## config.mk

```make
export PLATFORM = sky130hd
export DESIGN_NAME = branch_resolve
export DESIGN_NICKNAME = d
export VERILOG_FILES = /design/src/rtl/branch_resolve.sv
export SDC_FILE = /design/constraint.sdc
export NUM_CORES = 1
export LEC_CHECK = 0
export ABC_CLOCK_PERIOD_IN_PS = 4530
export CORE_MARGIN = 5
export CORE_UTILIZATION = 60
export DETAILED_ROUTE_END_ITERATION = 10
export DONT_BUFFER_PORTS = 1
export GPL_TIMING_DRIVEN = 0
export PLACE_DENSITY = 0.87
export REMOVE_ABC_BUFFERS = 1
export SLEW_MARGIN = 30
export SYNTH_ARGS = -nofsm -noshare
export SYNTH_HDL_FRONTEND = slang
export SYNTH_SLANG_ARGS = --single-unit
```

## constraint.sdc

```tcl
create_clock -name clk -period 4.53 [get_ports clk]
set_input_delay 0.6795 -clock clk [delete_from_list [all_inputs] [get_ports clk]]
set_output_delay 0.6795 -clock clk [all_outputs]
set_load 0.01 [all_outputs]
```

## src/rtl/branch_resolve.sv

```systemverilog
// Purpose: EX-stage branch resolution. It decodes funct3, judges the comparator result, trains a 2-bit BHT and redirects fetch on a mispredict.
// Latency: a resolving branch drives redirect_valid/redirect_pc one cycle later, as a single-cycle pulse. if_pred_taken is combinational.
// Backpressure: stall freezes all state. Define BRANCH_STATS_EN to add the branch_count/mispred_count statistics registers.
module branch_resolve #(
  parameter int BHT_ENTRIES = 64,
  parameter int XLEN        = 32
) (
  input  logic            clk,
  input  logic            rst_n,
  input  logic [XLEN-1:0] if_pc,
  output logic            if_pred_taken,
  input  logic            br_valid,
  input  logic [2:0]      br_funct3,
  input  logic [XLEN-1:0] br_pc,
  input  logic [XLEN-1:0] br_target,
  input  logic            br_pred_taken,
  input  logic            stall,
  output logic            sign_select,
  input  logic            equal,
  input  logic            less_than,
  output logic            redirect_valid,
  output logic [XLEN-1:0] redirect_pc,
  output logic [31:0]     branch_count,
  output logic [31:0]     mispred_count
);

  localparam int IDX_W = $clog2(BHT_ENTRIES);

  logic [1:0]      bht_q [BHT_ENTRIES];
  logic [1:0]      bht_d [BHT_ENTRIES];
  logic            redirect_valid_q, redirect_valid_d;
  logic [XLEN-1:0] redirect_pc_q, redirect_pc_d;

  logic [IDX_W-1:0] if_idx;
  logic [IDX_W-1:0] br_idx;
  logic             taken;
  logic             legal;
  logic             resolve;
  logic             upd;
  logic             mispredict;
  logic [XLEN-1:0]  pc_plus4;

  // Fetch PC bits outside the BHT index never influence the lookup.
  logic unused_if_pc_bits;
  assign unused_if_pc_bits = ^{if_pc[XLEN-1:IDX_W+2], if_pc[1:0]};

  assign if_idx        = if_pc[IDX_W+1:2];
  assign br_idx        = br_pc[IDX_W+1:2];
  assign if_pred_taken = bht_q[if_idx][1];
  assign sign_select   = br_funct3[1];
  assign pc_plus4      = br_pc + XLEN'(4);

  // Evaluate the branch condition. The reserved encodings 010/011 are not branches.
  always_comb begin
    taken = 1'b0;
    legal = 1'b1;
    case (br_funct3)
      3'b000:          taken = equal;
      3'b001:          taken = ~equal;
      3'b100, 3'b110:  taken = less_than;
      3'b101, 3'b111:  taken = ~less_than;
      default: begin
        taken = 1'b0;
        legal = 1'b0;
      end
    endcase
  end

  // During the redirect pulse, the branch in EX is on the wrong path and is dropped.
  assign resolve    = br_valid & ~stall & ~redirect_valid_q;
  assign upd        = resolve & legal;
  assign mispredict = taken ^ br_pred_taken;

  // Next-state logic for the redirect and for BHT counter training (saturating).
  always_comb begin
    redirect_valid_d = 1'b0;
    redirect_pc_d    = redirect_pc_q;
    for (int i = 0; i < BHT_ENTRIES; i++) bht_d[i] = bht_q[i];
    if (upd) begin
      redirect_valid_d = mispredict;
      redirect_pc_d    = taken ? br_target : pc_plus4;
      if (taken && bht_q[br_idx] != 2'b11)
        bht_d[br_idx] = bht_q[br_idx] + 2'b01;
      else if (!taken && bht_q[br_idx] != 2'b00)
        bht_d[br_idx] = bht_q[br_idx] - 2'b01;
    end
  end

  // Redirect and BHT state. Counters reset to weak not-taken.
  always_ff @(posedge clk or negedge rst_n) begin
    if (!rst_n) begin
      redirect_valid_q <= 1'b0;
      redirect_pc_q    <= '0;
      for (int i = 0; i < BHT_ENTRIES; i++) bht_q[i] <= 2'b01;
    end else begin
      redirect_valid_q <= redirect_valid_d;
      redirect_pc_q    <= redirect_pc_d;
      for (int i = 0; i < BHT_ENTRIES; i++) bht_q[i] <= bht_d[i];
    end
  end

  assign redirect_valid = redirect_valid_q;
  assign redirect_pc    = redirect_pc_q;

`ifdef BRANCH_STATS_EN
  logic [31:0] branch_count_q, branch_count_d;
  logic [31:0] mispred_count_q, mispred_count_d;

  // The statistics count in the same cycle as the BHT update and wrap naturally.
  always_comb begin
    branch_count_d  = branch_count_q;
    mispred_count_d = mispred_count_q;
    if (upd) begin
      branch_count_d = branch_count_q + 32'd1;
      if (mispredict) mispred_count_d = mispred_count_q + 32'd1;
    end
  end

  // Statistics registers.
  always_ff @(posedge clk or negedge rst_n) begin
    if (!rst_n) begin
      branch_count_q  <= '0;
      mispred_count_q <= '0;
    end else begin
      branch_count_q  <= branch_count_d;
      mispred_count_q <= mispred_count_d;
    end
  end

  assign branch_count  = branch_count_q;
  assign mispred_count = mispred_count_q;
`else
  assign branch_count  = '0;
  assign mispred_count = '0;
`endif

endmodule

```

Word level (Yosys, flattened, before mapping). Cells that the tools add are included.

Word-level logic and storage cells: 115. Input port bits: 106. Flip-flop bits (word level): 161. Output and inout bits: 99.

Add/sub/neg operators: 3. Reductions and logical operators: 11. Mux-type cells: 16. Equal/unequal tests: 6. Bitwise gates (word level): 10. $lt $le $gt $ge: 3.

Operator list (number): bitwise mux 128 bit (2); two-way mux 128 bit (2); adder 32 x 3 -> 32 bit, second input constant (1); two-way mux 32 bit (1); binary-select mux 2 bit (select 6 bit) (2); greater-or-equal comparator 7 bit, second input constant (2); inverter 6 -> 7 bit (2); demux 2 bit (select 6 bit) (1); == test 3 bit, second input constant (4); two-way mux 2 bit (5); less-than comparator 7 x 1 -> 1 bit, second input constant (1); OR reduction 6 bit (1); inverter 1 bit (4); case mux 1 bit (4 select lines) (1); nonzero test 2 bit (2); OR reduction 2 bit (2); bitwise AND 1 bit (3); == test 3 x 1 -> 1 bit, second input constant (1); logical AND 1 bit (3); zero test 3 bit (1); adder 2 x 1 -> 2 bit, second input constant (1); two-way mux 1 bit (2); != test 2 bit, second input constant (1); AND reduction 2 bit (1); other kinds (3) (3).

Longest topological paths before layout.
Word-level depth: 8. Mapped depth: 14. Depth with buffers taken out: 10.

Least setup slack after synthesis. No wires, ideal clock.

Kind: input-to-reg. Start: input br_pc[2]. End: register bht_q[1] (netlist bit). Path buffers: 3. Stages: 13. Data arrival time: 3.438 ns. Slack: 0.967 ns. Data required time: 4.405 ns. Cells stage by stage: buf_2 buf_6 buf_4 mux4_2 mux2i_1 nor2_1 a211oi_1 nand4_1 ha_1 inv_1 o21ai_1 nor4_1 mux2_2.

Longest elaborated chain between the ends: 8.

Ends and longest elaborated chain: start: declaration (RTL line 14) `input logic [XLEN-1:0] br_pc,`; inverter 6 -> 7 bit (not written as such) *; binary-select mux 2 bit (select 6 bit), or another cell as far along; two-way mux 2 bit (not written as such) or logical AND 1 bit (tied branches); two-way mux 2 bit, on equally long branches; subtractor 2 x 1 -> 2 bit, or another cell as far along (RTL line 85) `bht_d[br_idx] = bht_q[br_idx] - 2'b01;`; bitwise mux 128 bit, or another cell as far along (RTL line 85); two-way mux 128 bit or nonzero test 2 bit (tied branches); two-way mux 128 bit or AND reduction 2 bit (tied branches); end: declaration (RTL line 29) `logic [1:0] bht_q [BHT_ENTRIES];`.

Mark *: on every way between the ends. The rest lies on a longest branch, timed or not. The select of a mux whose other input is x is not followed. A chain may end at the register's enable or synchronous reset.

Final worst setup path.
Start: input br_pc[2]. End: register bht_q[65] (netlist bit).

Same word-level chain as after synthesis.

==> flow_summary.json <==
{
  "postPlaceCellArea_um2": 9827,
  "slew_headroom": 0.3523,
  "critPathMaxFanout": 55,
  "critPathKind": "input port to flop",
  "drive_gt1_frac": 0.3288,
  "drcViolationCount": 0,
  "slowest_delay_ns": 0.83,
  "comb_power_share": 0.153,
  "peakVddDrop_mv": 0.3040,
  "io_pins": 205,
  "rows": 47,
  "cts.sinks": 161,
  "fp.coreArea_um2": 16470,
  "wire_per_inst_um": 25.29,
  "crit_chain": "clkinv_1 > o2bb2ai_1 > a2111oi_0 > o22a_1 > nand4bb_1 > ha_1 > inv_1 > o21ai_1 > nor4_1 > mux2_2",
  "finClkSkew_ns": 0.01016,
  "setup_viol": 0,
  "avgSynthCellArea_um2": 10.96,
  "slowest_stage": "nor4_1",
  "worst_pin_slew_ns": 0.9627,
  "dpl.hpwl_um": 18590,
  "drtIter0Drc": 910,
  "min_path_type": "input port to asynchronous set/reset pin",
  "fin_crit_sh": 0.9043,
  "rsz0062_at_grt": "no",
  "grt_pass1_wl_um": 43370,
  "place_congestion": 0.9105,
  "max_freq_ghz": 0.2441,
  "synth_ff_type": "dfrtp_1",
  "finalHoldViolCount": 0,
  "synth_cells": 912,
  "intPower_mw": 2.611,
  "antenna_found_initial": 0,
  "cts_root_buf": "clkbuf_16",
  "yosysWarnings": 0,
  "p_switching_mw": 1.095,
  "clk_pin_slew_ns": 0.06,
  "design_area_um2": 10400,
  "cts_tree": "built",
  "cts_made_buffers": 17,
  "rrSetupSlack_ns": 0.44,
  "die_area_um2": 19330,
  "place_ws_ns": 0.1613,
  "synth-seq-cells": 161,
  "ys_types": 80,
  "die_h_um": 139.1,
  "required_ns": 4.86,
  "power.density_nw_per_um2": 356.5,
  "n_antenna_cell": 0,
  "max_cap_violations": 0,
  "p_sw_frac": 0.2955,
  "grt_pass1_vias": 7601,
  "startpoint_type": "input port",
  "run_status": "finished clean",
  "drt_wl_total_um": 27940,
  "final_common_cell": "mux2_2",
  "power_frac_seq": 0.482,
  "grtUsageTotal": 0.2863,
  "yosysSeqAreaShare": 0.4112,
  "dieWidth_um": 139.1,
  "drt-pass1-iter-count": 6,
  "syn_area_um2": 9992,
  "fin_crit_ns": 4.096,
  "finalWorstSetupSlack_ns": 0.4337,
  "grt_max_degree": 98,
  "synth_edf_count": 0,
  "final_cell_mix": "125 x mux2_2, 97 x dfrtp_1, 76 x nor2_1",
  "cts_max_path_buffers": 2,
  "finalNetCount": 981,
  "htree_levels": 4,
  "crit_arrival_ns": 4.42,
  "final_max_slew_viol_count": 0,
  "drt-vias-per-instance": 6.907,
  "ant_nets": 0,
  "power_frac_clock": 0.366,
  "cts_setup_buffers": 0,
  "vias": 7632,
  "start_util": 0.6068,
  "syn_to_final_growth_pct": 4.057,
  "io_buffers": 0,
  "async_flop_share": 1.000,
  "grt.overflow.total": 0,
  "leakagePower_nw": 4.267,
  "end_kind": "flop",
  "clkLatencyLatePin_ns": 0.44
}
synthesized netlist by cell type, drive strengths merged (7+ instances only):
master  instances  area [µm²]
and3            9       56.30
a221oi         12       117.6
o211ai         11       97.60
dfrtp          97        2427
xnor2          10       95.10
nor2b           7       43.79
mux2          133        1513
or3b            8       70.07
a21oi          30       150.1
buf           103       748.2
nand2          41       153.9
a22oi           8       73.82
mux4           25       563.0
xor2           18       157.7
and2            7       47.55
nand3b         18       135.1
o22ai          11       68.82
nand4          23       143.9
mux2i          16       160.2
nor4           14       112.6
o21ai          31       155.2
dfstp          64        1682
nor2           79       301.5
clkbuf         25       95.09
nand3          35       185.2
logic make-up (layout without fill, tap and decap cells):
logic type      count (synthesis)  in the layout  share of synthesized area
flops                         161            161                     0.4112
buf+inv                       136             46                    0.08740
xor+xnor                       28             28                    0.02530
simple gates                  274            274                     0.1506
compound gates                135            135                    0.09755
fa+ha+maj                       3              3                   0.003757
mux                           174            174                     0.2238
other cells                     1             64                  0.0003753
power by group through the flow:
stage               clock (mW)  combinational, mW  sequential [mW]
finish                    1.35              0.566             1.79
global route              1.42              0.611             1.80
CTS                       1.34              0.559             1.79
detailed placement           0              0.531             1.81
global placement             0              0.467             1.80
floorplan                    0              0.382             1.75
metal layers:
layer,track usage,vias to the layer above,wire [µm]
li1,-,3144,-
met1,0.3497,3790,9692
met2,0.4531,567,13360
met3,0.09828,131,3574
met4,0.1457,0,1320
met5,0,-,0
area by class of cell:
class	instances	area [µm²]
timing repair buffer	6	152.6
clock buffer	20	456.7
tap	220	275.3
clock inverter	12	86.33
sequential	161	4109
multi-input combinational	678	5288
inverter	8	30.03
fill	1227	6068
worst max-delay path, delay by kind of cell:
family / cells / cell delay (ns)
AND/OR/NAND/NOR: 2 / 1.01
AO/OA/AOI/OAI: 4 / 1.48
buffers and inverters: 2 / 0.53
multiplexers: 1 / 0.42
adder cells (fa/ha/maj): 1 / 0.26
per-stage QoR:
stage / instances / setup TNS [ns] / utilization / total power [mW] / hold slack [ns]
after CTS: 1105 / 0 / 0.6315 / 3.689 / 0.08298
after global routing: 1105 / 0 / 0.6315 / 3.827 / 0.07484
after detailed placement: 1072 / 0 / 0.5968 / 2.339 / 0.3976
after floorplan: 847 / 0 / - / 2.134 / 0.3839
after global placement: 1067 / -59.20 / 0.5867 / 2.266 / 0.3985
final: 1105 / 0 / 0.6315 / 3.706 / 0.09408
path summary, 6_finish.rpt:
path                               from  cells past startpoint                    endpoint
max in group asynchronous         rst_n                      1                   bht_q[55]
hold reg to reg               bht_q[61]                      1                   bht_q[61]
min in group clk           br_target[1]                      2              redirect_pc[1]
setup reg to reg                   flop                     10                   bht_q[65]
setup / recovery               br_pc[2]                     10                   bht_q[65]
hold / removal                    rst_n                      0  asynchronous set/reset pin
what timing repair did:
action / 4_1_cts / 5_1_grt
resized for setup: 0 / 0
endpoints found under the hold margin: 97 / 0
hold buffers: 1 / 0
(Power assumes the default switching activity.)
